===== src/rtl/bresenham_line_walker.sv =====
// bresenham_line_walker: takes one vector command (x0,y0)->(x1,y1), loads an external
// bresenhamCore with |minor|/|major| and steps it once per pixel handed downstream.
// Optional abort input is compiled in when LINE_WALK_ABORT_EN is defined.
module bresenham_line_walker #(
   parameter int unsigned CW = 12
) (
   input  logic          clk,
   input  logic          rst_n,
`ifdef LINE_WALK_ABORT_EN
   input  logic          abort,
`endif
   input  logic          cmd_valid,
   output logic          cmd_ready,
   input  logic [CW-1:0] cmd_x0,
   input  logic [CW-1:0] cmd_y0,
   input  logic [CW-1:0] cmd_x1,
   input  logic [CW-1:0] cmd_y1,
   output logic          pix_valid,
   input  logic          pix_ready,
   output logic [CW-1:0] pix_x,
   output logic [CW-1:0] pix_y,
   output logic          pix_last,
   output logic [CW:0]   core_num,
   output logic [CW:0]   core_den,
   output logic          core_rst,
   output logic          core_en,
   input  logic          core_inc
);

   typedef enum logic [1:0] {StIdle, StSetup, StStep} state_t;

   state_t          state_q, state_d;
   logic [CW-1:0]   x0_q, y0_q, x1_q, y1_q;
   logic [CW:0]     cnt_q;
   logic            sx_neg_q, sy_neg_q, xmaj_q;

   logic [CW:0]     dx, dy, adx, ady;
   logic            xmaj, fire, abort_hit;

`ifdef LINE_WALK_ABORT_EN
   assign abort_hit = abort & (state_q != StIdle);
`else
   assign abort_hit = 1'b0;
`endif

   // Signed deltas and magnitudes of the latched command; only consumed in SETUP.
   always_comb begin
      dx   = {1'b0, x1_q} - {1'b0, x0_q};
      dy   = {1'b0, y1_q} - {1'b0, y0_q};
      adx  = dx[CW] ? (~dx + 1'b1) : dx;
      ady  = dy[CW] ? (~dy + 1'b1) : dy;
      xmaj = (adx >= ady);
   end

   function automatic logic [CW-1:0] step(input logic [CW-1:0] v, input logic neg);
      return neg ? v - 1'b1 : v + 1'b1;
   endfunction

   // Handshake and core control outputs decoded from state.
   always_comb begin
      cmd_ready = (state_q == StIdle);
      pix_valid = (state_q == StStep);
      pix_last  = (state_q == StStep) && (cnt_q == '0);
      core_rst  = (state_q != StStep);
      fire      = pix_valid & pix_ready;
      // Aborted beats must not advance the core.
      core_en   = fire & ~pix_last & ~abort_hit;
   end

   // Next-state logic.
   always_comb begin
      state_d = state_q;
      unique case (state_q)
         StIdle:  if (cmd_valid) state_d = StSetup;
         StSetup: state_d = StStep;
         StStep:  if (fire && pix_last) state_d = StIdle;
         default: state_d = StIdle;
      endcase
      if (abort_hit) state_d = StIdle;
   end

   // State register.
   always_ff @(posedge clk or negedge rst_n) begin
      if (!rst_n) state_q <= StIdle;
      else        state_q <= state_d;
   end

   // Command latch, setup loads and per-pixel stepping.
   always_ff @(posedge clk or negedge rst_n) begin
      if (!rst_n) begin
         x0_q     <= '0;
         y0_q     <= '0;
         x1_q     <= '0;
         y1_q     <= '0;
         pix_x    <= '0;
         pix_y    <= '0;
         core_num <= '0;
         core_den <= '0;
         cnt_q    <= '0;
         sx_neg_q <= 1'b0;
         sy_neg_q <= 1'b0;
         xmaj_q   <= 1'b0;
      end else begin
         unique case (state_q)
            StIdle: begin
               if (cmd_valid) begin
                  x0_q <= cmd_x0;
                  y0_q <= cmd_y0;
                  x1_q <= cmd_x1;
                  y1_q <= cmd_y1;
               end
            end
            StSetup: begin
               pix_x    <= x0_q;
               pix_y    <= y0_q;
               core_num <= xmaj ? ady : adx;
               core_den <= xmaj ? adx : ady;
               cnt_q    <= xmaj ? adx : ady;
               sx_neg_q <= dx[CW];
               sy_neg_q <= dy[CW];
               xmaj_q   <= xmaj;
            end
            StStep: begin
               if (core_en) begin
                  // Major axis always advances; minor only when the core carries.
                  if (xmaj_q) begin
                     pix_x <= step(pix_x, sx_neg_q);
                     if (core_inc) pix_y <= step(pix_y, sy_neg_q);
                  end else begin
                     pix_y <= step(pix_y, sy_neg_q);
                     if (core_inc) pix_x <= step(pix_x, sx_neg_q);
                  end
                  cnt_q <= cnt_q - 1'b1;
               end
            end
            default: ;
         endcase
      end
   end

endmodule


===== config.mk =====
export PLATFORM = sky130hd
export DESIGN_NAME = bresenham_line_walker
export DESIGN_NICKNAME = d
export VERILOG_FILES = /design/src/rtl/bresenham_line_walker.sv
export SDC_FILE = /design/constraint.sdc
export NUM_CORES = 1
export LEC_CHECK = 0
export BUFFER_PORTS_ARGS = -buffer_cell sky130_fd_sc_hd__buf_2
export CELL_PAD_IN_SITES_DETAIL_PLACEMENT = 2
export CELL_PAD_IN_SITES_GLOBAL_PLACEMENT = 2
export CORE_ASPECT_RATIO = 2
export CORE_MARGIN = 3
export CORE_UTILIZATION = 40
export CTS_BUF_LIST = sky130_fd_sc_hd__clkbuf_4 sky130_fd_sc_hd__clkbuf_8 sky130_fd_sc_hd__clkbuf_16
export DETAILED_ROUTE_END_ITERATION = 8
export PLACE_DENSITY_LB_ADDON = 0.1
export SKIP_CTS_REPAIR_TIMING = 1
export SKIP_LAST_GASP = 1
export SYNTH_ARGS = -nofsm -noshare
export SYNTH_HDL_FRONTEND = slang
export SYNTH_SLANG_ARGS = --single-unit
export TNS_END_PERCENT = 50

===== constraint.sdc =====
create_clock -name clk -period 8.63 [get_ports clk]
set_clock_uncertainty 0.2 [all_clocks]
set_input_delay 1.726 -clock clk [delete_from_list [all_inputs] [get_ports clk]]
set_output_delay 1.726 -clock clk [all_outputs]
set_load 0.01 [all_outputs]

==> results of run 1 <==
[placed cells by master, fill, tap and decap left out, types with 11 or more instances in the layout]
master | Yosys | routed
inv_1 | 63 | 63
nor3_1 | 14 | 14
a21oi_1 | 52 | 52
mux2_2 | 61 | 61
buf_2 | 4 | 106
mux2i_1 | 28 | 28
xor2_1 | 20 | 20
clkbuf_16 | 0 | 17
xnor2_1 | 26 | 26
ha_1 | 64 | 63
o21ai_0 | 34 | 34
nor2b_1 | 16 | 16
a21o_1 | 13 | 13
nor2_1 | 72 | 72
nand3_1 | 21 | 21
nand2_1 | 52 | 51
a31oi_1 | 12 | 11
dfrtp_1 | 116 | 116
[registers in the layout, summed over array words and instances, names as in the netlist]
| signal | count |
|---|---|
| core_num | 13 |
| sx_neg_q | 1 |
| sy_neg_q | 1 |
| x0_q | 12 |
| pix_y | 12 |
| x1_q | 12 |
| core_den | 13 |
| state_q | 2 |
| y0_q | 12 |
| pix_x | 12 |
| cnt_q | 13 |
| y1_q | 12 |
| xmaj_q | 1 |
[final timing paths]
path	endpoint	startpoint	slack, ns	cells past startpoint
setup / recovery	cnt_q[3]$_DFFE_PN0P_	x0_q[0]$_DFFE_PN0P_	2.32	18
hold reg to reg	core_den[7]$_DFFE_PN0N_	core_den[7]$_DFFE_PN0N_	0.28	2
min in group asynchronous	x1_q[8]$_DFFE_PN0P_	rst_n	1.00	1
setup reg to reg	cnt_q[3]$_DFFE_PN0P_	x0_q[0]$_DFFE_PN0P_	2.32	18
hold / removal	core_den[7]$_DFFE_PN0N_	core_den[7]$_DFFE_PN0N_	0.28	2
max in group asynchronous	y0_q[7]$_DFFE_PN0P_	rst_n	6.25	2
[kinds of logic after synthesis]
family / Yosys count
flops: 116
fa+ha+maj: 68
simple gates: 247
xor+xnor: 51
compound gates: 216
buf+inv: 94
mux: 89
[cell type report]
class | count | share of cell area [%]
sequential | 116 | 29.55
multi-input combinational | 671 | 52.31
clock inverter | 9 | 1.299
clock buffer | 23 | 4.917
tap | 266 | 3.389
timing repair buffer | 115 | 6.089
inverter | 64 | 2.446
[stage by stage]
step	hold WS, ns	area (um^2)	std cells	utilization [%]
after floorplan	0.2794	8394	881	-
after global placement	0.2751	9211	1232	44.81
after detailed placement	0.2714	9211	1232	44.81
after CTS	0.2849	9822	1264	47.78
after global routing	0.3135	9822	1264	47.78
final	0.2775	9822	1264	47.78
[worst reg2reg max path: stages (launching register included)]
cell and delay, ns:
dfrtp_1 0.41, ha_1 0.25, fa_1 0.45, nand2b_1 0.23
a21oi_1 0.27, nand3b_1 0.19, a221oi_4 0.12, o21ai_1 0.47
nor2_1 0.16, a211oi_1 0.73, inv_1 0.12, ha_1 0.26
or4_1 0.54, a211oi_1 0.31, a31oi_2 0.13, buf_4 0.23
inv_1 0.37, mux2_2 0.42, a221oi_2 0.33
[routing by layer]
metal | wire length, um | global-route usage (%) | share of wire [%]
met3 | 728 | 3.273 | 2.5
met1 | 9973 | 25.34 | 34
met4 | 1498 | 15.30 | 5.2
met5 | 7 | 0 | 0.024
met2 | 16740 | 51.78 | 58
==> impl_metrics.ini, run 1 <==
[timing]
tns_ns = 0
min_period_ns = 6.313
finalSetupViolations = 0
fin_ws_ns = 2.317
rsz0062_at_grt = false
tightest_slew_ns = 0.8889
fin_crit_sh_pct = 73.15
max_clock_freq_mhz = 158.4
max_slew_margin_pct = 40.74
finalMaxSlewViolations = 0
final-hold-violation-count = 0

[route]
vias = 7317
wl_um = 28950
drt_pass1_iterations = 4
ant_nets = 0
vias_per_cell = 5.789
drc = 0
avgRoutedWirePerCell_um = 22.90
drt_first_iter_violations = 212

[critical_path]
slowest_stage = a211oi_1
crit_chain = ha_1 > fa_1 > nand2b_1 > a21oi_1 > nand3b_1 > a221oi_4 > o21ai_1 > nor2_1 > a211oi_1 > inv_1 > ha_1 > or4_1 > a211oi_1 > a31oi_2 > buf_4 > inv_1 > mux2_2 > a221oi_2
worstSetupEndpointType = register
critPathLaunchType = register
path_buf_inv = 3
cpLargestDelayFamily = compound AO/OA/AOI/OAI gates
worstPathArrival_ns = 6.43
cp_slowest_stage_delay_ns = 0.73
critPathMaxFanout = 20
required_ns = 8.75
setup.worst_path.class = register to register

[synthesis]
yosys.area_share.adder_pct = 10.49
ys_seq_elements = 116
synth.yosys.seq_area_share_pct = 34.58
syn_nets = 1002
synth_edf_count = 0
avgSynthCellArea_um2 = 9.528
synth_ff_type = dfrtp_1
synth_compound_area_share_pct = 18.26
synth_xor_area_share_pct = 5.768
synth_top_family_by_area = compound AO/OA/AOI/OAI gates
async_flop_share_pct = 100.0
synthSimpleGateAreaFrac_pct = 15.02
synth.most_common_cell = dfrtp_1
synth_area_mm2 = 0.008394
synth_warnings = 0
yosys-top-cells-count = dfrtp_1 (116), nor2_1 (72), ha_1 (64)
synth_area_leaders = dfrtp_1 (35%), ha_1 (9.5%), mux2_2 (8.2%)
yosysTopAreaCell = dfrtp_1
muxShareOfSynthArea_pct = 11.52
synth_top_area_share_pct = 34.58
synth_cell_type_count = 76
syn_inst = 881

[floorplanning]
die_h_um = 210.9
io_pins = 108
die_w_um = 108.4
core_area_mm2 = 0.02055
start_util_pct = 40.84
rows = 74
die_area_mm2 = 0.02287

[global_route]
overflow = 0
grt_pass1_wl_um = 46010
antenna_found_initial = 1
grt_pass1_vias = 8435
grt_start_max_net_pins = 49
grt_use_total_pct = 26.43

[clock_tree]
insertion_delay_ns = 0.44
numClockSinks = 116
clockBufferDepth = 2
tritoncts = done
h-tree-depth = 4
clk_pin_slew_worst_paths_ns = 0.06
cts_buffers = 17
cts_root_buffer = clkbuf_16

[finish]
multiInputGateArea_mm2 = 0.005137
antenna_cells = 0
nNetsFinal = 1106
nFillCells = 2267
area.growth.synth_to_final_pct = 17.01
ff_latch_area_mm2 = 0.002903
drive_gt1_share_pct = 24.15

[worst_hold_path]
hold_path_class = register to register

[placed_design]
gp_congestion = 0.8548
place.detailed.hpwl_um = 21910
io_buffers = 107
place_ws_ns = 2.476

[run_status]
outcome = complete, no violations

[flow_run]
maxCapViolCount = 0
Power of run 1 is left out: the tool's default activity adds up to more than one toggle a clock period on the data nets, which glitch-free logic cannot reach.
==> inputs of run 2 (changes only) <==
Settings changed: CORE_UTILIZATION 40 to 34.
Clock period 8.63 ns to 5.49 ns, I/O delays scaled along.
==> run 2 against run 1 <==
- die area increased by 17%
- register-to-register slack got worse by 2.1 ns
- flip-flop and latch count did not move
- sequential share of layout area decreased by 1.0 points
- clock-buffer cell count unchanged
- core utilization shrank 5.6 points
- via count shrank 0.16%
- fmax grew 20%
- worst hold slack gained 0.0065 ns
- final cell count increased by 7.0%
- critical path type unchanged
- largest cell class unchanged
- highest routed layer unchanged
==> impl_metrics.ini, run 2 (synthesis gave the netlist of run 1 again) <==
[run_status]
outcome = complete, no violations

[placed_design]
place.detailed.hpwl_um = 22910
io_buffers = 107
gp_congestion = 0.8654

[timing]
fin_crit_sh_pct = 95.65
tightest_slew_ns = 0.9773
finalSetupViolations = 0
min_period_ns = 5.251
final-hold-violation-count = 0
hold_ws_ns = 0.2840
max_clock_freq_mhz = 190.4
finalMaxSlewViolations = 0
max_slew_margin_pct = 34.85

[route]
avgRoutedWirePerCell_um = 21.31
vias_per_cell = 5.399
drt_first_iter_violations = 164
drc = 0
wl_um = 28830
vias = 7305
drt_pass1_iterations = 4
ant_nets = 0

[critical_path]
r2r_end = cnt_q[6]$_DFFE_PN0P_
required_ns = 5.63
setup.worst_path.class = register to register
critPathMaxFanout = 5
worstPathArrival_ns = 5.39
crit_start = x0_q[0]$_DFFE_PN0P_
r2r_setup_slack_ns = 0.24
rr_worst_depth = 18
critPathLaunchType = register
r2r-start = x0_q[0]$_DFFE_PN0P_
crit_end = cnt_q[6]$_DFFE_PN0P_
worstSetupEndpointType = register

[global_route]
grt_pass1_wl_um = 45180
grt_pass1_vias = 8195
grt_use_total_pct = 22.32
grt_start_max_net_pins = 49
antenna_found_initial = 2
overflow = 0

[finish]
nFillCells = 2657
final_common_cell = dfrtp_1
drive_gt1_share_pct = 27.32
antenna_cells = 0
area.growth.synth_to_final_pct = 21.23
largestRegisters = cnt_q (13), core_den (13), core_num (13)
final_cell_mix = dfrtp_1 (116), buf_2 (106), nor2_1 (72), inv_1 (63), ha_1 (62)
nNetsFinal = 1137

[clock_tree]
cts_root_buffer = clkbuf_16
numClockSinks = 116
insertion_delay_ns = 0.44
clockBufferDepth = 2
tritoncts = done
cts_buffers = 17
h-tree-depth = 4
clk_pin_slew_worst_paths_ns = 0.05

[worst_hold_path]
hold_path_class = register to register

[floorplanning]
die_h_um = 228.2
core_area_mm2 = 0.02412
die_area_mm2 = 0.02672
rows = 80
start_util_pct = 34.80
io_pins = 108
die_w_um = 117.1

[flow_run]
maxCapViolCount = 0
run 2: cell count changes in the layout (fill, tap and decap cells not counted), moves of 2 or more:
cell        change
a211oi_2        +2
buf_4          +31
clkinvlp_4      -3
clkbuf_8        +3
clkbuf_4        -3
a211oi_1        -2
a21oi_1         -2
run 2: cell type report:
cell class	count	area (um^2)	area share [%]
clock inverters	5	75.07	0.7377
inverters	64	240.2	2.361
repair buffers	146	830.8	8.164
well taps	328	410.4	4.033
flip-flops and latches	116	2903	28.53
multi-input cells	671	5215	51.25
clock buffers	23	501.7	4.931
run 2: worst max-delay path: stages, from the launching register on:
cell	delay [ns]
dfrtp_1	0.41
ha_1	0.24
fa_2	0.56
ha_2	0.20
inv_1	0.08
nor4b_4	0.27
nor3_1	0.10
nor3_2	0.28
nand4_1	0.23
a211oi_2	0.36
inv_1	0.08
ha_1	0.23
or4_1	0.58
a211oi_2	0.25
a31oi_2	0.15
inv_1	0.12
buf_4	0.15
mux2_2	0.36
a221oi_2	0.27
run 2: metrics by stage:
stage	instance area [um^2]	TNS (ns)	setup slack (ns)	utilization (%)	std cells
6_report	10180	0	0.2386	42.18	1353
5_1_grt	10180	-0.1430	-0.05713	42.18	1353
4_1_cts	10080	-0.03296	-0.03296	41.77	1350
3_5_place_dp	9499	0	0.004333	39.38	1322
3_3_place_gp	9499	0	0.1568	39.38	1322
2_1_floorplan	8394	0	0.4035	-	881
run 2: worst min-delay path by stage:
stage	slack, ns	cells past startpoint	from	to
floorplan	0.28	1	y1_q[0]$_DFFE_PN0P_	y1_q[0]$_DFFE_PN0P_
global placement	0.28	2	core_num[7]$_DFFE_PN0N_	core_num[7]$_DFFE_PN0N_
detailed placement	0.28	2	core_num[7]$_DFFE_PN0N_	core_num[7]$_DFFE_PN0N_
CTS	0.29	2	core_num[7]$_DFFE_PN0N_	core_num[7]$_DFFE_PN0N_
global route	0.33	1	y0_q[9]$_DFFE_PN0P_	y0_q[9]$_DFFE_PN0P_
finish	0.28	2	core_num[7]$_DFFE_PN0N_	core_num[7]$_DFFE_PN0N_
run 2: per-layer routing:
metal  global-route usage (%)  up-vias  part of all wire [%]
li1                         -     3445                     -
met3                    4.032       70                   2.9
met4                    11.80        4                   5.4
met5                        0        -                 0.073
met1                    22.02     3649                    35
met2                    42.18      137                    57
Power of run 2 is left out for the same reason.
==> inputs of run 3 (changes only) <==
Settings changed: CELL_PAD_IN_SITES_DETAIL_PLACEMENT 2 to 1, CELL_PAD_IN_SITES_GLOBAL_PLACEMENT 2 to 1, CORE_UTILIZATION 34 to 41.
==> run 3 against run 2 <==
- critical path depth increased by 1
- first-iteration DRC count is 65% higher
- worst setup slack worse by 0.0051 ns
- final area decreased by 0.79%
- worst hold slack got worse by 0.0045 ns
- final cell count fell by 5.1%
- largest cell class unchanged
- highest routed layer unchanged
==> impl_metrics.ini, run 3 (synthesis gave the netlist of run 1 again) <==
[run_status]
outcome = complete, no violations

[global_route]
grt_start_max_net_pins = 49
grt_pass1_wl_um = 41660
grt_pass1_vias = 7814
overflow = 0
antenna_found_initial = 2
grt_use_total_pct = 23.93

[clock_tree]
clockBufferDepth = 2
tritoncts = done
insertion_delay_ns = 0.43
numClockSinks = 116
cts_root_buffer = clkbuf_16
cts_buffers = 17
clk_pin_slew_worst_paths_ns = 0.06
h-tree-depth = 4

[critical_path]
path_buf_inv = 4
critPathLaunchType = register
cp_slowest_stage_delay_ns = 0.58
crit_chain = ha_1 > fa_1 > nand2b_1 > a21oi_2 > nand3b_1 > a221oi_4 > xnor2_2 > nor2_1 > a211oi_2 > buf_4 > inv_1 > ha_1 > or4_1 > a211oi_2 > a31oi_2 > inv_2 > buf_4 > mux2_2 > a221oi_1
critPathMaxFanout = 8
cpLargestDelayFamily = compound AO/OA/AOI/OAI gates
required_ns = 5.61
slowest_stage = or4_1
setup.worst_path.class = register to register
worstPathArrival_ns = 5.38
worstSetupEndpointType = register

[timing]
fin_crit_sh_pct = 95.75
tightest_slew_ns = 0.9194
min_period_ns = 5.257
finalSetupViolations = 0
tns_ns = 0
final-hold-violation-count = 0
max_clock_freq_mhz = 190.2
max_slew_margin_pct = 38.70
finalMaxSlewViolations = 0
rsz0062_at_grt = false

[placed_design]
gp_congestion = 0.9237
io_buffers = 107
place.detailed.hpwl_um = 20330

[floorplanning]
core_area_mm2 = 0.02000
die_w_um = 107.2
die_area_mm2 = 0.02233
start_util_pct = 41.97
rows = 73
die_h_um = 208.4
io_pins = 108

[flow_run]
maxCapViolCount = 0

[route]
avgRoutedWirePerCell_um = 20.21
drt_pass1_iterations = 4
vias_per_cell = 5.630
ant_nets = 0
drc = 0
wl_um = 25940
drt_first_iter_violations = 271
vias = 7229

[finish]
antenna_cells = 0
nFillCells = 2287
final_cell_mix = dfrtp_1 (116), buf_2 (106), nor2_1 (72), ha_1 (63), inv_1 (62)
nNetsFinal = 1130
ff_latch_area_mm2 = 0.002903
drive_gt1_share_pct = 27.01
final_common_cell = dfrtp_1
largestRegisters = cnt_q (13), core_den (13), core_num (13)
area.growth.synth_to_final_pct = 20.27
multiInputGateArea_mm2 = 0.005213

[worst_hold_path]
hold_path_class = register to register
run 3: final timing paths:
kind / startpoint / end / slack, ns / cells past startpoint
hold / removal: core_num[7]$_DFFE_PN0N_ / core_num[7]$_DFFE_PN0N_ / 0.28 / 2
setup reg to reg: x0_q[0]$_DFFE_PN0P_ / cnt_q[6]$_DFFE_PN0P_ / 0.23 / 19
hold reg to reg: core_num[7]$_DFFE_PN0N_ / core_num[7]$_DFFE_PN0N_ / 0.28 / 2
min in group asynchronous: rst_n / cnt_q[6]$_DFFE_PN0P_ / 0.46 / 1
setup / recovery: x0_q[0]$_DFFE_PN0P_ / cnt_q[6]$_DFFE_PN0P_ / 0.23 / 19
max in group asynchronous: rst_n / y1_q[0]$_DFFE_PN0P_ / 3.67 / 2
run 3: worst register-to-register path, stage by stage (launching register included):
cell and delay, ns:
dfrtp_1 0.40, ha_1 0.24, fa_1 0.44, nand2b_1 0.25, a21oi_2 0.25, nand3b_1 0.18
a221oi_4 0.12, xnor2_2 0.33, nor2_1 0.16, a211oi_2 0.28, buf_4 0.19, inv_1 0.05
ha_1 0.22, or4_1 0.58, a211oi_2 0.24, a31oi_2 0.16, inv_2 0.13, buf_4 0.13
mux2_2 0.34, a221oi_1 0.28
run 3: layout make-up:
type	count	share of cell area [%]
clock buffers	23	4.784
repair buffers	139	7.709
flip-flops and latches	116	28.75
inverters	64	2.379
multi-input cells	671	51.63
clock inverters	9	1.500
well taps	262	3.247
run 3: per-layer routing:
metal  GRT usage (%)  wire length, um
met4           14.44             1483
met3           3.477              669
met2           43.78            14270
met1           25.10             9503
met5               0               18
run 3: per-stage QoR:
stage / hold slack (ns) / std cells / worst slack, ns / utilization [%] / area [um^2]
after floorplan: 0.2794 / 881 / 0.4035 / - / 8394
after global placement: 0.2700 / 1251 / 0.2737 / 46.89 / 9379
after detailed placement: 0.2785 / 1251 / 0.05798 / 46.89 / 9379
after CTS: 0.2917 / 1283 / 0.04755 / 50.06 / 10010
after global routing: 0.3115 / 1284 / 0.04823 / 50.47 / 10100
final: 0.2795 / 1284 / 0.2335 / 50.47 / 10100
Power of run 3 is left out for the same reason.
